File: config.mk
export PLATFORM = sky130hd
export DESIGN_NAME = svo_stream_timing_flat
export DESIGN_NICKNAME = d
export VERILOG_FILES = /design/src/rtl/svo_stream_timing_if.sv /design/src/rtl/svo_stream_timing.sv /design/src/flat_wrapper.sv
export SDC_FILE = /design/constraint.sdc
export NUM_CORES = 1
export LEC_CHECK = 0
export ABC_AREA = 1
export BUFFER_PORTS_ARGS = -buffer_cell sky130_fd_sc_hd__buf_2
export CORE_UTILIZATION = 47
export CTS_CLUSTER_DIAMETER = 200
export DETAILED_ROUTE_END_ITERATION = 6
export PLACE_DENSITY = 0.68
export SETUP_SLACK_MARGIN = 0.5
export SYNTH_ARGS = -nofsm -noshare
export SYNTH_HDL_FRONTEND = slang
export SYNTH_SLANG_ARGS = --single-unit
export TNS_END_PERCENT = 5
File: constraint.sdc
create_clock -name clk -period 3.8 [get_ports clk]
set_input_delay 0.19 -clock clk [delete_from_list [all_inputs] [get_ports clk]]
set_output_delay 0.19 -clock clk [all_outputs]
set_load 0.01 [all_outputs]
File: src/rtl/svo_stream_timing_if.sv
// AXI-style pixel stream between the pixel generator and the raster timing block.
// tuser marks the first pixel of a frame.
interface svo_stream_timing_if #(
    parameter int BPP = 24
) ();
    logic           tvalid;
    logic           tready;
    logic [BPP-1:0] tdata;
    logic           tuser;

    modport master (output tvalid, output tdata, output tuser, input tready);
    modport slave  (input tvalid, input tdata, input tuser, output tready);
endinterface

File: src/rtl/svo_stream_timing.sv
// Turns an AXI-style pixel stream into a timed raster (hsync/vsync/de/rgb).
// Free-running H/V counters, a small pixel FIFO and a frame-lock FSM that re-locks on errors.
module svo_stream_timing #(
    parameter int BPP        = 24,
    parameter int H_ACTIVE   = 640,
    parameter int H_FP       = 16,
    parameter int H_SYNC     = 96,
    parameter int H_BP       = 48,
    parameter int V_ACTIVE   = 480,
    parameter int V_FP       = 10,
    parameter int V_SYNC     = 2,
    parameter int V_BP       = 33,
    parameter bit HSYNC_POL  = 1'b0,
    parameter bit VSYNC_POL  = 1'b0,
    parameter int FIFO_DEPTH = 4
) (
    input  logic                 clk,
    input  logic                 reset,
    svo_stream_timing_if.slave   in_axis,
    output logic                 out_hsync,
    output logic                 out_vsync,
    output logic                 out_de,
    output logic [BPP-1:0]       out_rgb,
    output logic                 locked,
    output logic                 underflow,
    output logic                 resync_err
);

    localparam int H_TOTAL = H_ACTIVE + H_FP + H_SYNC + H_BP;
    localparam int V_TOTAL = V_ACTIVE + V_FP + V_SYNC + V_BP;
    localparam int HW      = $clog2(H_TOTAL + 1);
    localparam int VW      = $clog2(V_TOTAL + 1);
    localparam int AW      = $clog2(FIFO_DEPTH);

    localparam logic [HW-1:0] H_ACT_END  = HW'(H_ACTIVE);
    localparam logic [HW-1:0] H_SYNC_BEG = HW'(H_ACTIVE + H_FP);
    localparam logic [HW-1:0] H_SYNC_END = HW'(H_ACTIVE + H_FP + H_SYNC);
    localparam logic [HW-1:0] H_LAST     = HW'(H_TOTAL - 1);
    localparam logic [VW-1:0] V_ACT_END  = VW'(V_ACTIVE);
    localparam logic [VW-1:0] V_SYNC_BEG = VW'(V_ACTIVE + V_FP);
    localparam logic [VW-1:0] V_SYNC_END = VW'(V_ACTIVE + V_FP + V_SYNC);
    localparam logic [VW-1:0] V_LAST     = VW'(V_TOTAL - 1);
    localparam logic [AW:0]   FIFO_FULL  = (AW + 1)'(FIFO_DEPTH);

    localparam logic [1:0] ST_SYNC  = 2'd0;
    localparam logic [1:0] ST_ARMED = 2'd1;
    localparam logic [1:0] ST_RUN   = 2'd2;

    logic [HW-1:0] hcnt;
    logic [VW-1:0] vcnt;
    logic [1:0]    state;
    logic [1:0]    next_state;

    logic [BPP:0]  mem [FIFO_DEPTH];
    logic [AW-1:0] wr_ptr;
    logic [AW-1:0] rd_ptr;
    logic [AW:0]   count;
    logic [BPP:0]  head;

    logic active;
    logic origin;
    logic hs;
    logic vs;
    logic full;
    logic empty;
    logic consume;
    logic starve;
    logic misalign;
    logic pop;
    logic flush;
    logic ready;
    logic fire;
    logic push;

    assign in_axis.tready = ready;

    // A pixel is due at every active position in RUN, and at the origin while ARMED.
    always_comb begin
        active     = (hcnt < H_ACT_END) && (vcnt < V_ACT_END);
        origin     = (hcnt == '0) && (vcnt == '0);
        hs         = (hcnt >= H_SYNC_BEG) && (hcnt < H_SYNC_END);
        vs         = (vcnt >= V_SYNC_BEG) && (vcnt < V_SYNC_END);
        full       = (count == FIFO_FULL);
        empty      = (count == '0);
        head       = mem[rd_ptr];
        consume    = ((state == ST_RUN) && active) || ((state == ST_ARMED) && origin);
        starve     = consume && empty;
        misalign   = consume && !empty && (head[BPP] != origin);
        pop        = consume && !empty && !misalign;
        flush      = starve || misalign;
        ready      = (state == ST_SYNC) ? 1'b1 : (!full || pop);
        fire       = in_axis.tvalid && ready;
        push       = fire && !flush && ((state != ST_SYNC) || in_axis.tuser);
        next_state = state;
        if (flush) begin
            next_state = ST_SYNC;
        end else if ((state == ST_SYNC) && fire && in_axis.tuser) begin
            next_state = ST_ARMED;
        end else if ((state == ST_ARMED) && pop) begin
            next_state = ST_RUN;
        end
    end

    always_ff @(posedge clk) begin
        if (reset) begin
            hcnt <= '0;
            vcnt <= '0;
        end else if (hcnt == H_LAST) begin
            hcnt <= '0;
            vcnt <= (vcnt == V_LAST) ? '0 : vcnt + 1'b1;
        end else begin
            hcnt <= hcnt + 1'b1;
        end
    end

    always_ff @(posedge clk) begin
        if (push) begin
            mem[wr_ptr] <= {in_axis.tuser, in_axis.tdata};
        end
    end

    // A flush drops everything, including a beat accepted in the same cycle.
    always_ff @(posedge clk) begin
        if (reset || flush) begin
            wr_ptr <= '0;
            rd_ptr <= '0;
            count  <= '0;
        end else begin
            if (push) begin
                wr_ptr <= wr_ptr + 1'b1;
            end
            if (pop) begin
                rd_ptr <= rd_ptr + 1'b1;
            end
            case ({push, pop})
                2'b10:   count <= count + 1'b1;
                2'b01:   count <= count - 1'b1;
                default: count <= count;
            endcase
        end
    end

    always_ff @(posedge clk) begin
        if (reset) begin
            state      <= ST_SYNC;
            out_de     <= 1'b0;
            out_rgb    <= '0;
            out_hsync  <= ~HSYNC_POL;
            out_vsync  <= ~VSYNC_POL;
            locked     <= 1'b0;
            underflow  <= 1'b0;
            resync_err <= 1'b0;
        end else begin
            state      <= next_state;
            out_de     <= active;
            out_rgb    <= pop ? head[BPP-1:0] : '0;
            out_hsync  <= hs ? HSYNC_POL : ~HSYNC_POL;
            out_vsync  <= vs ? VSYNC_POL : ~VSYNC_POL;
            locked     <= (next_state == ST_RUN);
            underflow  <= starve;
            resync_err <= misalign;
        end
    end

endmodule
File: src/flat_wrapper.sv
// flat-port wrapper written by rule: the top's interface ports become plain ports
module svo_stream_timing_flat 
#(
    parameter int BPP        = 24,
    parameter int H_ACTIVE   = 640,
    parameter int H_FP       = 16,
    parameter int H_SYNC     = 96,
    parameter int H_BP       = 48,
    parameter int V_ACTIVE   = 480,
    parameter int V_FP       = 10,
    parameter int V_SYNC     = 2,
    parameter int V_BP       = 33,
    parameter bit HSYNC_POL  = 1'b0,
    parameter bit VSYNC_POL  = 1'b0,
    parameter int FIFO_DEPTH = 4
)
  (clk, reset, out_hsync, out_vsync, out_de, out_rgb, locked, underflow, resync_err, in_axis_tvalid, in_axis_tdata, in_axis_tuser, in_axis_tready);
  svo_stream_timing_if #(.BPP(BPP)) in_axis_i ();
  input  logic clk;
  input  logic reset;
  output logic out_hsync;
  output logic out_vsync;
  output logic out_de;
  output logic [BPP-1:0] out_rgb;
  output logic locked;
  output logic underflow;
  output logic resync_err;
  input wire logic [$bits(in_axis_i.tvalid)-1:0] in_axis_tvalid;
  input wire logic [$bits(in_axis_i.tdata)-1:0] in_axis_tdata;
  input wire logic [$bits(in_axis_i.tuser)-1:0] in_axis_tuser;
  output wire logic [$bits(in_axis_i.tready)-1:0] in_axis_tready;
  assign in_axis_i.tvalid = in_axis_tvalid;
  assign in_axis_i.tdata = in_axis_tdata;
  assign in_axis_i.tuser = in_axis_tuser;
  assign in_axis_tready = in_axis_i.tready;
  svo_stream_timing #(.BPP(BPP), .H_ACTIVE(H_ACTIVE), .H_FP(H_FP), .H_SYNC(H_SYNC), .H_BP(H_BP), .V_ACTIVE(V_ACTIVE), .V_FP(V_FP), .V_SYNC(V_SYNC), .V_BP(V_BP), .HSYNC_POL(HSYNC_POL), .VSYNC_POL(VSYNC_POL), .FIFO_DEPTH(FIFO_DEPTH)) u_core (.clk(clk), .reset(reset), .in_axis(in_axis_i), .out_hsync(out_hsync), .out_vsync(out_vsync), .out_de(out_de), .out_rgb(out_rgb), .locked(locked), .underflow(underflow), .resync_err(resync_err));
endmodule
**After elaboration in Yosys (flattened, before gate mapping)**

Memory sizes are Yosys's and may differ from the RTL's. A register that Yosys moved wholly into a read port is not among the register bits.
Cells that the tools add are included.

- Register bits after elaboration: 59
- Memory bits (writable): 100
- Output and inout port bits: 31
- Input bits: 28
- Word-level logic and storage cells: 81
- Bits in read-only memories: 0
- Bits in latches: 0
- Memories: 1

Memory list:

| name | words | width | read ports | clocked after memory_dff | write ports | RTL line | source |
|---|---|---|---|---|---|---|---|
| u_core.mem | 4 | 25 | 1 | 1 | 1 | svo_stream_timing.sv:54 | `logic [BPP:0] mem [FIFO_DEPTH];` |

- $lt $le $gt $ge: 6
- Muxes and demuxes: 12
- Shift-type cells: 0
- $mul: 0
- Reduce and logical (&&, ||, !) cells: 33
- Divide/modulo/power cells: 0
- Add/subtract/negate cells: 6
- Bitwise gates (word level): 1
- Equal/unequal tests: 9

Operator list:

| cell | count |
|---|---|
| 10-bit by 1-bit adder with 10-bit output (second input constant) | 2 |
| 10-bit equality test (second input constant) | 2 |
| 10-bit zero test | 2 |
| 10-bit less-than comparator (second input constant) | 2 |
| 10-bit by 9-bit less-than comparator with 1-bit output (second input constant) | 2 |
| 1-bit logical AND | 16 |
| 10-bit >= comparator (second input constant) | 1 |
| 10-bit by 9-bit >= comparator with 1-bit output (second input constant) | 1 |
| 10-bit two-way mux | 1 |
| 2-bit two-way mux | 5 |
| 2-bit equality test (second input constant) | 3 |
| 3-bit case mux with 2 select lines | 1 |
| 1-bit logical OR | 5 |
| 1-bit two-way mux | 5 |
| 2-bit by 1-bit adder with 2-bit output (second input constant) | 2 |
| 2-bit by 1-bit equality test with 1-bit output (second input constant) | 2 |
| 1-bit zero test | 4 |
| 2-bit nonzero test | 2 |
| 2-bit OR reduction | 2 |
| 3-bit by 1-bit adder with 3-bit output (second input constant) | 1 |
| 3-bit equality test (second input constant) | 1 |
| 3-bit zero test | 1 |
| 3-bit by 1-bit subtractor with 3-bit output (second input constant) | 1 |
| 2-bit zero test | 1 |
| other kinds (2) | 2 |

**Longest topological paths before layout**

- Depth after elaboration: 16
- Depth in mapped cells: 19

**Worst setup path before layout**

Ideal clock, no wire load.

- Path kind: reg2reg
- From: register u_core.vcnt[0]
- To: memory u_core.mem[0][0] (netlist bit), enable pin
- Arrival: 2.461 ns
- Setup slack: 0.933 ns
- Setup time: 0.407 ns
- Period minus slack after synthesis: 2.867 ns
- Data required time: 3.393 ns
- Stages on the path, launching flop included: 13
- Path through: dfxtp_1 > inv_1 > ha_1 > nand2_1 > inv_1 > nand2_1 > nor2_2 > nand4_1 > nand2_2 > inv_2 > o21ai_4 > nand3_4 > nor2_1

- Word-level cells in the longest chain between the ends: 15
- Elaborated cells between the ends (all ways): 22
- Those cells by class: order compare: 1; eq/ne: 1; mux: 3; reduce/logical: 17

RTL lines:

| item | RTL line | source |
|---|---|---|
| start: declaration | svo_stream_timing.sv:50 | `logic [VW-1:0] vcnt;` |
| start signal: assignment | svo_stream_timing.sv:110 | `vcnt <= (vcnt == V_LAST) ? '0 : vcnt + 1'b1;` |
| 10-bit by 9-bit less-than comparator with 1-bit output or 10-bit zero test (tied branches) | svo_stream_timing.sv:79, svo_stream_timing.sv:80 |  |
| 1-bit logical AND (on tied branches) | svo_stream_timing.sv:79, svo_stream_timing.sv:80 |  |
| 1-bit logical AND | svo_stream_timing.sv:86 | `consume = ((state == ST_RUN) && active) \|\| ((state == ST_ARMED) && origin);` |
| 1-bit logical OR | svo_stream_timing.sv:86 |  |
| 1-bit logical AND | svo_stream_timing.sv:88, svo_stream_timing.sv:89 |  |
| 1-bit logical AND | svo_stream_timing.sv:88 | `misalign = consume && !empty && (head[BPP] != origin);` |
| 1-bit zero test | svo_stream_timing.sv:89 | `pop = consume && !empty && !misalign;` |
| 1-bit logical AND | svo_stream_timing.sv:89 |  |
| 1-bit logical OR | svo_stream_timing.sv:91 | `ready = (state == ST_SYNC) ? 1'b1 : (!full \|\| pop);` |
| 1-bit two-way mux | svo_stream_timing.sv:91 |  |
| 1-bit logical AND | svo_stream_timing.sv:92 | `fire = in_axis.tvalid && ready;` |
| 1-bit logical AND * (2 in a row) | svo_stream_timing.sv:93 | `push = fire && !flush && ((state != ST_SYNC) \|\| in_axis.tuser);` |
| 1-bit two-way mux * | svo_stream_timing.sv:117 | `if (push) begin` |
| 1-bit two-way mux (not written as such) * | svo_stream_timing.sv:118 | `mem[wr_ptr] <= {in_axis.tuser, in_axis.tdata};` |
| end: declaration | svo_stream_timing.sv:54 |  |

Every way passes the cells marked *; elsewhere a longest branch is shown, timed or not.

==> flow_summary.ini <==
[grt]
antenna_found_initial = 0
grt_pass1_wl_um = 19600
grt_overflow = 0
grt_max_degree = 43
grt_util_all_layers_pct = 19.3
grt_pass1_vias = 4195

[synthesis]
synth_area_sq_um = 6220
netlist_instances = 581
yosysSeqAreaShare_pct = 68.0
avgSynthCellArea_sq_um = 10.7
synth_seq_cells = 161
synth_cell_types = 35
syn_nets = 619
yosysWarnings = 0

[cells_and_area]
final_cells = 855
nNetsFinal = 708
drive_gt1_share_pct = 18.3
antenna_cells = 0
multi_input_comb_area_sq_um = 1710
ff_latch_area_sq_um = 4230
layout_commonest_cell = nor2_1
area_delta_synth_final_pct = 21.3
nFillCells = 1037
final_cell_mix = nor2_1 (133), edfxtp_1 (100), dfxtp_1 (60), buf_2 (58), o21ai_0 (56)

[floorplan]
initial_core_util_pct = 48.7
die_h_um = 117
dieArea_sq_um = 13700
rows = 41
pin_count = 59
core-area_sq_um = 12800
die_w_um = 117

[drt]
first_iter_violations = 320
vias = 4273
avgViaCountPerCell = 5.00
drtPass1Iterations = 4
finalWirelength_um = 12200
drc = 0
routedWlPerCell_um = 14.2
detail-route-antenna-nets = 0

[clock_network]
post_cts_resized = 0
path_clk_slew_ns = 0.06
cts.path.max_buffers = 2
cts_tree = yes
cts.sinks = 161
root_buffer = clkbuf_16
clock_latency_ns = 0.42
cts_max_level = 4
cts_buffers = 17

[power]
ir_worst_vdd_mv = 0.326
p_leak_nw = 2.90
powerDensity_nw_per_um2 = 504

[sta]
fin_setup_tns_ns = 0
hold_viol_final = 0
fin_crit_ns = 2.74
rsz0062_at_grt = no
tightest_slew_ns = 0.629
relSlewSlack_pct = 57.9
max_freq_mhz = 365
skew_ns = 0.00689
drv_slew = 0
finalCritPeriodShare_pct = 72.2
setup_viol = 0

[setup_path]
worstPathMaxFanout = 25
critPathArrivalTime_ns = 3.09
worst-endpoint-required_ns = 4.15
crit_path_start_kind = flip-flop
critPathKind = flip-flop to flip-flop
critical_path.endpoint_type = flip-flop

[flow_run]
maxCapViolCount = 0

[placement]
port_buffers = 58
place_inst = 799
dpl.hpwl_um = 7240
place_congestion = 0.800

[hold_path]
min_path_type = input port to flip-flop

[status]
status = completed
-- power by group --
part	leakage [nW]	internal (W)	switching (W)	total [W]
clock	0.277	0.00103	0.000664	0.00170
sequential	1.40	0.00191	0.0000162	0.00193
combinational	1.22	0.0000637	0.000113	0.000177
-- area by class of cell --
| cell class | instances | share of cell area, % |
|---|---|---|
| clock buffers | 19 | 5.74 |
| clock inverters | 13 | 2.12 |
| inverters | 56 | 2.79 |
| multi-input cells | 345 | 22.7 |
| flip-flops and latches | 161 | 56.0 |
| well taps | 172 | 2.85 |
| repair buffers | 89 | 7.73 |
-- registers in the layout (all words and copies together) (netlist names), named ones only --
name	flops
u_core.mem	100
u_core.out_rgb	24
u_core.hcnt	10
u_core.vcnt	10
u_core.count	3
u_core.rd_ptr	2
u_core.state	2
u_core.wr_ptr	2
u_core.locked	1
u_core.out_de	1
u_core.out_hsync	1
u_core.out_vsync	1
u_core.resync_err	1
u_core.underflow	1
-- cell usage after synthesis --
cell type  instances  share of area, %
nand2_1           43               2.6
nand3_4            1              0.28
or2_0              1              0.10
edfxtp_1         100                48
a21oi_2            3              0.42
nor2_2             3              0.30
o31a_1             1              0.14
inv_2              9              0.54
nand2_2            4              0.40
buf_4              1              0.12
nor4_1             3              0.30
o21ai_0           56               4.5
xor2_1             4              0.56
fa_1               1              0.32
nand2_4            1              0.18
dfxtp_1           61                20
ha_1               9               1.8
inv_1             47               2.8
a21oi_1           30               2.4
a211oi_1           1              0.12
buf_1              2              0.12
a41oi_1            1              0.14
nand4_1            7              0.70
nand3_2            1              0.16
clkbuf_1          13              0.79
nor3b_2            1              0.20
nor2_1           137               8.3
xnor2_1            1              0.14
o21ai_4            1              0.26
nor3_2             2              0.32
a31oi_1            1              0.10
nand3_1           17               1.4
o211ai_1           1              0.12
buf_2              3              0.24
nor3_1            14               1.1
-- what timing repair did --
item / in CTS / in global routing
setup buffers: 0 / 0
hold buffers: 24 / 0
hold endpoints to repair: 94 / 0
-- final timing paths --
kind / startpoint / endpoint / slack, ns / cells after the start
worst max-delay path: flip-flop / u_core.count[2]$_SDFFE_PP0P_ / 1.06 / 16
worst min-delay path: in_axis_tvalid / u_core.state[0]$_SDFF_PP0_ / 0.07 / 3
worst max register to register: flip-flop / u_core.count[2]$_SDFFE_PP0P_ / 1.06 / 16
worst min register to register: u_core.hcnt[0]$_SDFF_PP0_ / u_core.hcnt[0]$_SDFF_PP0_ / 0.47 / 1
-- cell families (layout without fill, tap and decap cells) --
group	after synthesis	count (layout)	share of synthesized area, %
xor+xnor	5	5	0.704
simple gates	235	235	16.3
fa+ha+maj	10	10	2.13
flops	161	161	68.0
compound gates	95	95	8.23
buf+inv	75	177	4.65
-- stage by stage --
step | total power, W | instance area, sq um | setup slack [ns] | hold WS [ns] | util [%]
after floorplan | 0.00206 | 6220 | 0.933 | 0.289 | -
after global placement | 0.00211 | 6710 | 1.16 | 0.402 | 52.5
after detailed placement | 0.00212 | 6710 | 1.06 | 0.409 | 52.5
after CTS | 0.00382 | 7540 | 1.06 | 0.0450 | 59.0
after global routing | 0.00393 | 7540 | 0.839 | 0.0612 | 59.0
final | 0.00380 | 7540 | 1.06 | 0.0657 | 59.0
-- worst max-delay path: stages (launching register included) --
cell	delay, ns
dfxtp_1	0.32
inv_2	0.39
nand3_1	0.13
nand2_1	0.12
inv_1	0.05
nand2_1	0.07
nand2_2	0.08
nand3_2	0.10
nand2_2	0.10
nand3_4	0.14
ha_1	0.16
inv_1	0.07
fa_1	0.38
a21oi_1	0.16
o21ai_0	0.13
xor2_1	0.16
nor2_1	0.11
-- per-layer routing --
layer	wire length [um]	global-route usage (%)	vias to the layer above
li1	-	-	2134
met1	5320	22.7	2021
met2	6080	33.4	107
met3	607	4.48	11
met4	171	9.37	0
met5	0	0	-
Note: power is estimated with default switching activity, not from simulation.
